`config.mk`:
```
export PLATFORM = sky130hd
export DESIGN_NAME = vga_pattern_sched
export DESIGN_NICKNAME = d
export VERILOG_FILES = /design/src/rtl/vga_pattern_sched.sv
export SDC_FILE = /design/constraint.sdc
export NUM_CORES = 1
export LEC_CHECK = 0
export CORE_UTILIZATION = 49
export CTS_BUF_LIST = sky130_fd_sc_hd__clkbuf_8
export DETAILED_ROUTE_END_ITERATION = 6
export PLACE_DENSITY = 0.88
export RECOVER_POWER = 25
export SETUP_SLACK_MARGIN = 0.3
export SYNTH_ARGS = -nofsm -noshare
export SYNTH_HDL_FRONTEND = slang
export SYNTH_SLANG_ARGS = --single-unit
```
`constraint.sdc`:
```
create_clock -name vga_clk -period 5.7 [get_ports vga_clk]
set_clock_uncertainty 0.1 [all_clocks]
set_input_delay 0.855 -clock vga_clk [delete_from_list [all_inputs] [get_ports vga_clk]]
set_output_delay 0.855 -clock vga_clk [all_outputs]
set_load 0.01 [all_outputs]
```
`src/rtl/vga_pattern_sched.sv`:
```
// Frame-level test-pattern scheduler for a 640x480 timing generator.
// Picks one of four built-in patterns, advances at vsync rising edges
// (auto timer or manual request) and optionally inserts black frames
// between patterns. Pixel output is combinational from pix_x/pix_y.
module vga_pattern_sched #(
  parameter int unsigned FRAMES_PER_PAT = 60,
  parameter int unsigned BLANK_FRAMES   = 1,
  parameter int unsigned GRID_SHIFT     = 5,
  parameter logic [15:0] SOLID_COLOR    = 16'hFFFF
) (
  input  logic        vga_clk,
  input  logic        sys_rst,
  input  logic        en,
  input  logic        auto_mode,
  input  logic        next_req,
  input  logic        vsync,
  input  logic [9:0]  pix_x,
  input  logic [9:0]  pix_y,
  output logic [15:0] pix_data,
  output logic [1:0]  pat_sel,
  output logic [7:0]  frame_cnt,
  output logic        pat_chg,
  output logic [1:0]  state_o
);

  typedef enum logic [1:0] {
    S_IDLE     = 2'd0,
    S_WAIT_SOF = 2'd1,
    S_RUN      = 2'd2,
    S_BLANK    = 2'd3
  } state_t;

  localparam logic [7:0] FPP_LAST   = 8'(FRAMES_PER_PAT - 1);
  localparam logic [3:0] BLANK_LAST = 4'((BLANK_FRAMES == 0) ? 0 : BLANK_FRAMES - 1);
  localparam bit         NO_BLANK   = (BLANK_FRAMES == 0);
  localparam logic [9:0] GRID_MASK  = 10'((1 << GRID_SHIFT) - 1);
  localparam logic [9:0] COORD_NONE = 10'h3FF;
  localparam logic [9:0] X_LAST     = 10'd639;
  localparam logic [9:0] Y_LAST     = 10'd479;

  state_t     state;
  logic       vsync_d;
  logic       next_pend;
  logic [3:0] blank_cnt;
  logic       frame_tick;
  logic       sw;

  // Eight 80-pixel color bars, white on the left down to black on the right.
  function automatic logic [15:0] bar_color(input logic [9:0] x);
    logic [15:0] c;
    if      (x < 10'd80)  c = 16'hFFFF;
    else if (x < 10'd160) c = 16'hFFE0;
    else if (x < 10'd240) c = 16'h07FF;
    else if (x < 10'd320) c = 16'h07E0;
    else if (x < 10'd400) c = 16'hF81F;
    else if (x < 10'd480) c = 16'hF800;
    else if (x < 10'd560) c = 16'h001F;
    else                  c = 16'h0000;
    return c;
  endfunction

  // Grid lines every 2**GRID_SHIFT pixels plus a closing line on the far edges.
  function automatic logic [15:0] grid_color(input logic [9:0] x, input logic [9:0] y);
    logic on_line;
    on_line = ((x & GRID_MASK) == 10'd0) || ((y & GRID_MASK) == 10'd0) ||
              (x == X_LAST) || (y == Y_LAST);
    return on_line ? 16'hFFFF : 16'h0000;
  endfunction

  // Reset value 1 keeps a vsync that is already high at release from ticking.
  assign frame_tick = vsync & ~vsync_d;
  // A request landing on the tick itself counts for that tick.
  assign sw = next_pend | next_req | (auto_mode & (frame_cnt >= FPP_LAST));
  assign state_o = state;

  // Delayed vsync for rising-edge detection.
  always_ff @(posedge vga_clk or posedge sys_rst) begin
    if (sys_rst) vsync_d <= 1'b1;
    else         vsync_d <= vsync;
  end

  // Scheduler FSM: pattern selection, frame counting, blank insertion.
  always_ff @(posedge vga_clk or posedge sys_rst) begin
    if (sys_rst) begin
      state     <= S_IDLE;
      pat_sel   <= 2'd0;
      frame_cnt <= 8'd0;
      pat_chg   <= 1'b0;
      next_pend <= 1'b0;
      blank_cnt <= 4'd0;
    end else begin
      pat_chg <= 1'b0;
      if (!en) begin
        state     <= S_IDLE;
        next_pend <= 1'b0;
      end else begin
        case (state)
          S_IDLE: state <= S_WAIT_SOF;
          S_WAIT_SOF: begin
            if (frame_tick) begin
              state     <= S_RUN;
              frame_cnt <= 8'd0;
            end
          end
          S_RUN: begin
            if (frame_tick) begin
              if (sw) begin
                next_pend <= 1'b0;
                if (NO_BLANK) begin
                  pat_sel   <= pat_sel + 2'd1;
                  frame_cnt <= 8'd0;
                  pat_chg   <= 1'b1;
                end else begin
                  state     <= S_BLANK;
                  blank_cnt <= 4'd0;
                end
              end else begin
                frame_cnt <= frame_cnt + 8'd1;
              end
            end else if (next_req) begin
              next_pend <= 1'b1;
            end
          end
          S_BLANK: begin
            if (frame_tick) begin
              if (blank_cnt == BLANK_LAST) begin
                state     <= S_RUN;
                pat_sel   <= pat_sel + 2'd1;
                frame_cnt <= 8'd0;
                pat_chg   <= 1'b1;
              end else begin
                blank_cnt <= blank_cnt + 4'd1;
              end
            end
          end
          default: state <= S_IDLE;
        endcase
      end
    end
  end

  // Pixel generator: black unless running and inside the active area.
  always_comb begin
    pix_data = 16'h0000;
    if (state == S_RUN && pix_x != COORD_NONE && pix_y != COORD_NONE) begin
      case (pat_sel)
        2'd0:    pix_data = bar_color(pix_x);
        2'd1:    pix_data = grid_color(pix_x, pix_y);
        2'd2:    pix_data = {pix_x[9:5], pix_y[8:3], 5'd0};
        default: pix_data = SOLID_COLOR;
      endcase
    end
  end

endmodule
```
==> results.md, run 1 <==
- In this run the power density over the cells is about 180 nW/µm².
- The delay of the slowest critical-path stage is 700 ps.
- Compared with the post-synthesis result, the final layout area differs by 38.3%.
- Measured along the x axis, the die boundary spans between 50 and 60 µm.
- The placeable core area is around 2800 µm².
- The final reports fail on DRC.
- The Yosys warning count is 0.
- The total count of hold-check failures in the final report is 0.
- The clock passes through at most 2 buffers.
- The number of buffers and inverters on the critical path is 2.
- In the final routed layout, each cell accounts on average for approximately 16 µm.
- The leakage power is between 0.7 and 0.8 nW.
- Counting flops with a built-in enable in the synthesized netlist gives 0.
- The count of boundary I/O pins is 55.
- In this run the cell area measured after placement is around 2000 µm².
- CTS built an H-tree with a depth of 1.
- Among cell families on the critical path, the largest total delay comes from buffers and inverters.
- In this run the post-CTS setup repair buffer count came out at 0.
- The finished cells cover ~2000 µm².
- The worst setup path is launched from an input pin.
- Ranked by instance count, the synthesized netlist is headed by 24 x sky130_fd_sc_hd__nand2_1, 18 x sky130_fd_sc_hd__dfrtp_1, 18 x sky130_fd_sc_hd__o21ai_0, 14 x sky130_fd_sc_hd__a31oi_1, 14 x sky130_fd_sc_hd__nor2_1.
- The HPWL reported at the end of detailed placement is 3.07 mm.
- Clock tree synthesis found a total of 19 sinks.
- The number of nets in the synthesized netlist is ~220.
- The start point of the critical path is pix_x[8].
- The cell area after technology mapping is roughly 1500 µm².
- The number of global-route vias before repair was 1615.
- Each instance of the synthesized netlist takes up on average roughly 8 µm².
- The remaining design rule violation count is 14.
- The number of antenna violations at the first check in global routing is 0.
- The largest net degree at the start of global routing is 20.
- Among all flip-flop cells after synthesis, the most frequent one is sky130_fd_sc_hd__dfrtp_1.
- STA classifies the critical path endpoint as an output pin.
- By area the synthesized netlist is led by sky130_fd_sc_hd__dfrtp_1 31%, sky130_fd_sc_hd__o21ai_0 6.1%, sky130_fd_sc_hd__nand2_1 6.1%.
- The cell with the largest stage delay on the worst path is sky130_fd_sc_hd__clkdlybuf4s50_1.
- The number of distinct library cells after synthesis is 46.
- For this run, the register share of the synthesized area comes to 0.325.
- The number of hold-repair buffers added at the cts stage is 0.
- The final RePlAce weighted congestion is approximately 0.95.
- The number of iterations in the first detailed-routing pass is 7.
- At the pin with the least slew margin, the transition time is ~780 ps.
- The number of gates resized after CTS was 0.
- The number of pins exceeding their max-slew limit in the final report is 0.
- The worst pin sits at a relative slew slack of 0.473.
- The initial core utilization is 0.523.
- The most frequent cell after synthesis is sky130_fd_sc_hd__nand2_1.
- The share of flip-flops with an asynchronous set or reset after synthesis is 1.00.
- The global-route total usage across every layer is 0.263.
- The post-synthesis instance total is 185.
- STA puts the critical path data arrival time at 3440 ps.
- Across the VDD grid, the largest voltage drop is 0.202 mV.
- The startpoint identified for the worst register-to-register timing path is frame_cnt[0].
- The cell accounting for the most synthesized area is sky130_fd_sc_hd__dfrtp_1.
- The tightest hold margin is 418 ps.
- The share of final-layout standard cells stronger than drive strength 1 is 0.0390.
- For this run the aggregate overflow at the end of global routing stands at 0.
- The startpoint of the most critical hold path is next_pend.
- The port buffer count is 54.
- The clock tree from TritonCTS is done.
- The fmax is around 230 MHz.
- Detailed routing inserted a total of 1659 vias.
- Setup repair after global routing left no endpoint under its margin.
- Walking the worst path, the cells encountered are clkdlybuf4s50_1, nor2_1, a221o_1, a21oi_1, a21oi_1, clkdlybuf4s50_1.
- The first global-routing pass estimated 6.77 mm of wire.
- Setup violations remaining at the end of the flow were counted as 0.
- The class of the worst hold path is register to register.
- For the worst setup path, the data required time is approximately 4700 ps.
- In the final timing run, aggregate negative setup slack is 0 ps.
- The share of synthesized area in the top cell type comes to 0.307.
- The number of antenna diodes is 0.
- The final critical path time including I/O delays and setup is 4390 ps.
- Counting flops and latches in the post-synthesis netlist gives 19.
- In this run the worst path has a maximum fanout of 12.
- The utilization after layout is 0.723.
- At the later pin of the worst-skew pair, clock insertion delay measures 260 ps.
- The run finished, with violations left.
- From bottom edge to top edge, the die measures approximately 57 µm.
- Setup slack on the worst reg-to-reg path comes out at around 3500 ps.
- The floorplan has 19 rows.
- The register clock-pin slew on the reported worst setup and hold paths is around 70 ps.
- After detailed routing, the number of vias per cell comes to approximately 6.3.
- The number of fillers in the final layout is ~230.
- The max-capacitance violation count is 0.
- The worst setup path is of the input pin to output pin kind.
- The clock root buffer master is sky130_fd_sc_hd__clkbuf_8.
- The detail route stage leaves a number of antenna-violating nets equal to 0.
- The die area is 3220 µm².
- The number of clock buffers added by TritonCTS is 3.
- The wire length after detailed routing is about 4.2 mm.
- In the finished design, the share of the clock period the worst path needs comes to 0.771.
- The detailed router finished its first iteration with 96 violations.
- The final net count is between 200 and 300.
worst min-delay path, cell delays in order (launching register included):
cell and delay (ps):
sky130_fd_sc_hd__dfrtp_1 350, sky130_fd_sc_hd__a21oi_1 40, sky130_fd_sc_hd__nor2_1 80
flip-flops by register name, summed over array words and instances (netlist names):
name and count:
next_pend 1, vsync_d 1, blank_cnt 4, state_o 2
pat_chg 1, frame_cnt 8, pat_sel 2
stage by stage:
step | total power [mW] | std cells | setup slack (ps)
final | 0.367 | 262 | 1310
after global routing | 0.385 | 262 | 1170
after CTS | 0.366 | 262 | 1350
after detailed placement | 0.274 | 258 | 1350
after global placement | 0.269 | 258 | 1520
after floorplan | 0.224 | 185 | 2310
cell families after synthesis:
group | Yosys count | synth area share
adders and majority gates | 7 | 0.0597
AOI/OAI and AO/OA | 63 | 0.288
muxes | 1 | 0.00768
and+or+nand+nor | 72 | 0.245
DFF | 19 | 0.325
xor gates and xnor gates | 1 | 0.00597
buffers and inverters | 22 | 0.0683
cells in the final DEF (no fill, tap or decap), types with 2 or more instances in the layout:
cell / count
sky130_fd_sc_hd__and3_1: 2
sky130_fd_sc_hd__a22o_1: 2
sky130_fd_sc_hd__nor2_1: 14
sky130_fd_sc_hd__o21ai_0: 18
sky130_fd_sc_hd__nand4_1: 4
sky130_fd_sc_hd__o211ai_1: 2
sky130_fd_sc_hd__nand3_1: 7
sky130_fd_sc_hd__nand2b_1: 3
sky130_fd_sc_hd__a31oi_1: 14
sky130_fd_sc_hd__nor3_1: 6
sky130_fd_sc_hd__a21oi_1: 8
sky130_fd_sc_hd__dlygate4sd3_1: 2
sky130_fd_sc_hd__dfrtp_1: 18
sky130_fd_sc_hd__inv_1: 11
sky130_fd_sc_hd__a221o_1: 3
sky130_fd_sc_hd__clkbuf_8: 3
sky130_fd_sc_hd__o41ai_1: 2
sky130_fd_sc_hd__or4_1: 4
sky130_fd_sc_hd__clkdlybuf4s50_1: 52
sky130_fd_sc_hd__ha_1: 7
sky130_fd_sc_hd__nand2_1: 24
power by group:
part / internal, mW / switching (mW)
combinational: 0.0569 / 0.0587
sequential: 0.144 / 0.0143
clock: 0.0480 / 0.0444
total: 0.249 / 0.117
final timing paths:
check / end / cells past startpoint
min in group asynchronous: state_o[0] / 2
worst max-delay path: pix_data[0] / 6
worst min-delay path: next_pend / 2
worst max register to register: frame_cnt[6] / 6
worst min register to register: next_pend / 2
max in group asynchronous: frame_cnt[4] / 2
layout make-up:
class / instances / area [µm²] / area share
multi-input combinational: 144 / 890 / 0.439
tap: 31 / 38.8 / 0.0191
inverter: 10 / 37.5 / 0.0185
timing repair buffer: 54 / 541 / 0.267
clock inverter: 1 / 3.75 / 0.00185
sequential: 19 / 477 / 0.235
clock buffer: 3 / 41.3 / 0.0204
metal layers:
layer	vias up	track usage	share of wire
li1	780	-	-
met1	794	0.311	0.41
met2	79	0.481	0.50
met3	6	0.0392	0.081
met4	0	0.0857	0.012
met5	-	0	0
Power figures use the tool's default switching activity.
==> run 2: changes to the inputs <==
--- a/config.mk
+++ b/config.mk
@@ -5,10 +5,10 @@
 export SDC_FILE = /design/constraint.sdc
 export NUM_CORES = 1
 export LEC_CHECK = 0
-export CORE_UTILIZATION = 49
+export CORE_UTILIZATION = 46
 export CTS_BUF_LIST = sky130_fd_sc_hd__clkbuf_8
 export DETAILED_ROUTE_END_ITERATION = 6
-export PLACE_DENSITY = 0.88
+export PLACE_DENSITY = 0.83
 export RECOVER_POWER = 25
 export SETUP_SLACK_MARGIN = 0.3
 export SYNTH_ARGS = -nofsm -noshare
==> constraint.sdc (replaced) <==
create_clock -name vga_clk -period 4.2 [get_ports vga_clk]
set_clock_uncertainty 0.1 [all_clocks]
set_input_delay 0.63 -clock vga_clk [delete_from_list [all_inputs] [get_ports vga_clk]]
set_output_delay 0.63 -clock vga_clk [all_outputs]
set_load 0.01 [all_outputs]
==> results.md, run 2 (synthesis results as in run 1) <==
- Hold timing on the final database bottoms out at a slack of roughly 410 ps.
- The total number of H-tree levels is 1.
- The number of rows in the core area is 20.
- For this run, the share of the core covered by cells in the final layout is 0.679.
- Headroom to the max-slew limit came out at 0.461.
- The cell repeated most along the worst path is sky130_fd_sc_hd__clkdlybuf4s50_1.
- The final critical path time including I/O delays and setup is 3710 ps.
- The repair_antennas step left the layout with diodes totalling 0.
- The largest registers in the layout are frame_cnt x8, blank_cnt x4.
- After detailed placement, the design holds a cell count of 272.
- In this run the power density over the cells is 242 nW/µm².
- The class of the worst hold path is register to register.
- At the worst endpoint, the required time is between 3000 and 4000 ps.
- The wire length per cell is between 10 and 15 µm.
- The top routing layer in use is met4.
- The library cells used most frequently in the layout, excluding fill and tap cells, are 52 x sky130_fd_sc_hd__clkdlybuf4s50_1, 24 x sky130_fd_sc_hd__nand2_1, 18 x sky130_fd_sc_hd__o21ai_0, 18 x sky130_fd_sc_hd__dfrtp_1.
- The number of buffers and inverters on the critical path is 2.
- The number of buffers inserted during clock tree synthesis is 3.
- The HPWL reported at the end of detailed placement is just under 3 mm.
- The clock latency at the later pin of the worst-skew pair is 260 ps.
- The register with the most flip-flops in the layout has 8 of them.
- TritonCTS built the clock tree.
- Setup repair after global routing left no endpoint under its margin.
- For this configuration, the core starts out at a cell density of 0.484.
- The number of antenna violations at the first check in global routing came to 0.
- The setup path with the least slack is of type input pin to output pin.
- The top fanout value on the critical path is 12.
- Counting flops per register, the top entry is frame_cnt.
- The run finished with clean final reports.
- CTS placed an instance of sky130_fd_sc_hd__clkbuf_8 at the clock tree root.
- The number of vias per cell is 5.70.
- The critical path capture point type is an output pin.
- The fmax is around 270 MHz.
- Setup violations remaining at the end of the flow were counted as 0.
- Walking the worst path, the cells encountered are clkdlybuf4s50_1, or4_1, o22ai_1, a221o_1, a21oi_2, a21oi_1, clkdlybuf4s50_1.
- The max-capacitance violation count is 0.
- The number of global-route vias before repair is 1499.
- Entering global routing, the biggest net connects 20 pins.
- The share of final-layout standard cells stronger than drive strength 1 is 0.0517.
- The remaining design rule violation count is 0.
- The cell with the largest stage delay on the worst path is sky130_fd_sc_hd__clkdlybuf4s50_1.
- The total met3 wirelength after detailed routing is around 200 µm.
- The final layout contains routed wiring with a total length of about 3.8 mm.
- The number of fillers in the final layout is 254.
- The peak ir drop on the vdd network is approximately 0.20 mV.
- In the finished design, the share of the clock period the worst path needs comes to 0.884.
- From bottom edge to top edge, the die measures 58.5 µm.
- The largest single stage delay on the critical path is 600 ps.
- At the end of routability-driven placement, the weighted congestion stood at ~0.88.
- Counting every sink on the clock net gives 19.
- The first global-routing pass estimated between 6 and 7 mm of wire.
- During I/O placement, the number of pins put on the boundary was 55.
- The leakage power is between 0.7 and 0.8 nW.
- The total count of hold-check failures in the final report was 0.
- Data on the critical path arrives at its endpoint at roughly 3000 ps.
- After clock tree synthesis, the clock-pin slew on the worst setup and hold paths is roughly 70 ps.
- The overall power is 0.499 mW.
- For this block, the initial DRC count from the detailed router was between 100 and 150.
- The port buffer count is between 50 and 60.
- The area growth from synthesis to layout is 40.3%.
- The routed design uses between 1.5 and 2 mm of met2 wire.
- On the critical path the largest part of the delay comes from buffers and inverters.
- The residual overflow from global routing is 0.
- The die is just under 60 µm wide.
- The final net count is 266.
- The global-route total usage across every layer is 0.232.
- The transition at the pin with the smallest max-transition slack is around 800 ps.
- The die covers approximately 3400 µm².
- The final route contains approximately 1600 vias.
- The finished layout holds 276 standard cells, fillers aside.
- Leaving out fill and tap cells, the most frequent cell in the layout is sky130_fd_sc_hd__clkdlybuf4s50_1.
- The met1 layer wirelength in the final routing is 1.66 mm.
- The number of pins exceeding their max-slew limit in the final report is 0.
- The placeable core area is around 3000 µm².
- The count of buffers added by post-CTS timing repair for setup is 0.
- The total negative slack is 0 ps.
- The number of iterations in the first detailed-routing pass is 4.
- STA classifies the critical path startpoint as an input pin.
- No sink is reached through more buffers than the 2 on the longest clock path.
- Once detail routing completed, the nets flagged for antenna violations numbered 0.
[run 2: worst paths after layout]
| path | depth (start not counted) | slack, ps | from | endpoint |
|---|---|---|---|---|
| worst max-delay path | 7 | 490 | pix_y[1] | pix_data[2] |
| worst min-delay path | 2 | 410 | next_pend | next_pend |
| worst max register to register | 6 | 1980 | blank_cnt[0] | frame_cnt[2] |
| worst min register to register | 2 | 410 | next_pend | next_pend |
| max in group asynchronous | 2 | 2710 | sys_rst | blank_cnt[1] |
| min in group asynchronous | 2 | 830 | sys_rst | state_o[0] |
[run 2: worst min-delay path, cell delays in order (launching register included)]
cell	delay (ps)
sky130_fd_sc_hd__dfrtp_1	350
sky130_fd_sc_hd__a21oi_1	40
sky130_fd_sc_hd__nor2_1	80
[run 2: report_power, final]
group / internal, mW / leakage (nW) / switching (mW)
clock: 0.0661 / 0.0255 / 0.0637
combinational: 0.0782 / 0.537 / 0.0770
sequential: 0.196 / 0.235 / 0.0179
total: 0.340 / 0.797 / 0.159
[run 2: final cells by class]
cell class,instances,area (µm²),area share
Clock buffer,3,41.3,0.0201
Clock inverter,1,5.00,0.00243
Inverter,10,37.5,0.0182
Multi-Input combinational cell,144,893,0.434
Sequential cell,19,477,0.232
Tap cell,44,55.1,0.0268
Timing Repair Buffer,55,548,0.266
[run 2: metal layers]
metal  vias to the layer above  GRT usage
met5                         -          0
met4                         0     0.0646
met3                         2     0.0308
met2                        53      0.442
met1                       732      0.270
li1                        786          -
[run 2: stage by stage]
step | setup slack [ps] | area [µm²]
6_report | 489 | 2060
3_3_place_gp | 413 | 2010
3_5_place_dp | 342 | 2010
4_1_cts | 331 | 2050
5_1_grt | 339 | 2060
2_1_floorplan | 1260 | 1470
[run 2: timing repair]
action | 4_1_cts | 5_1_grt
hold buffers | 0 | 0
endpoints found under the setup margin | 0 | 12
resized for setup | 0 | 1
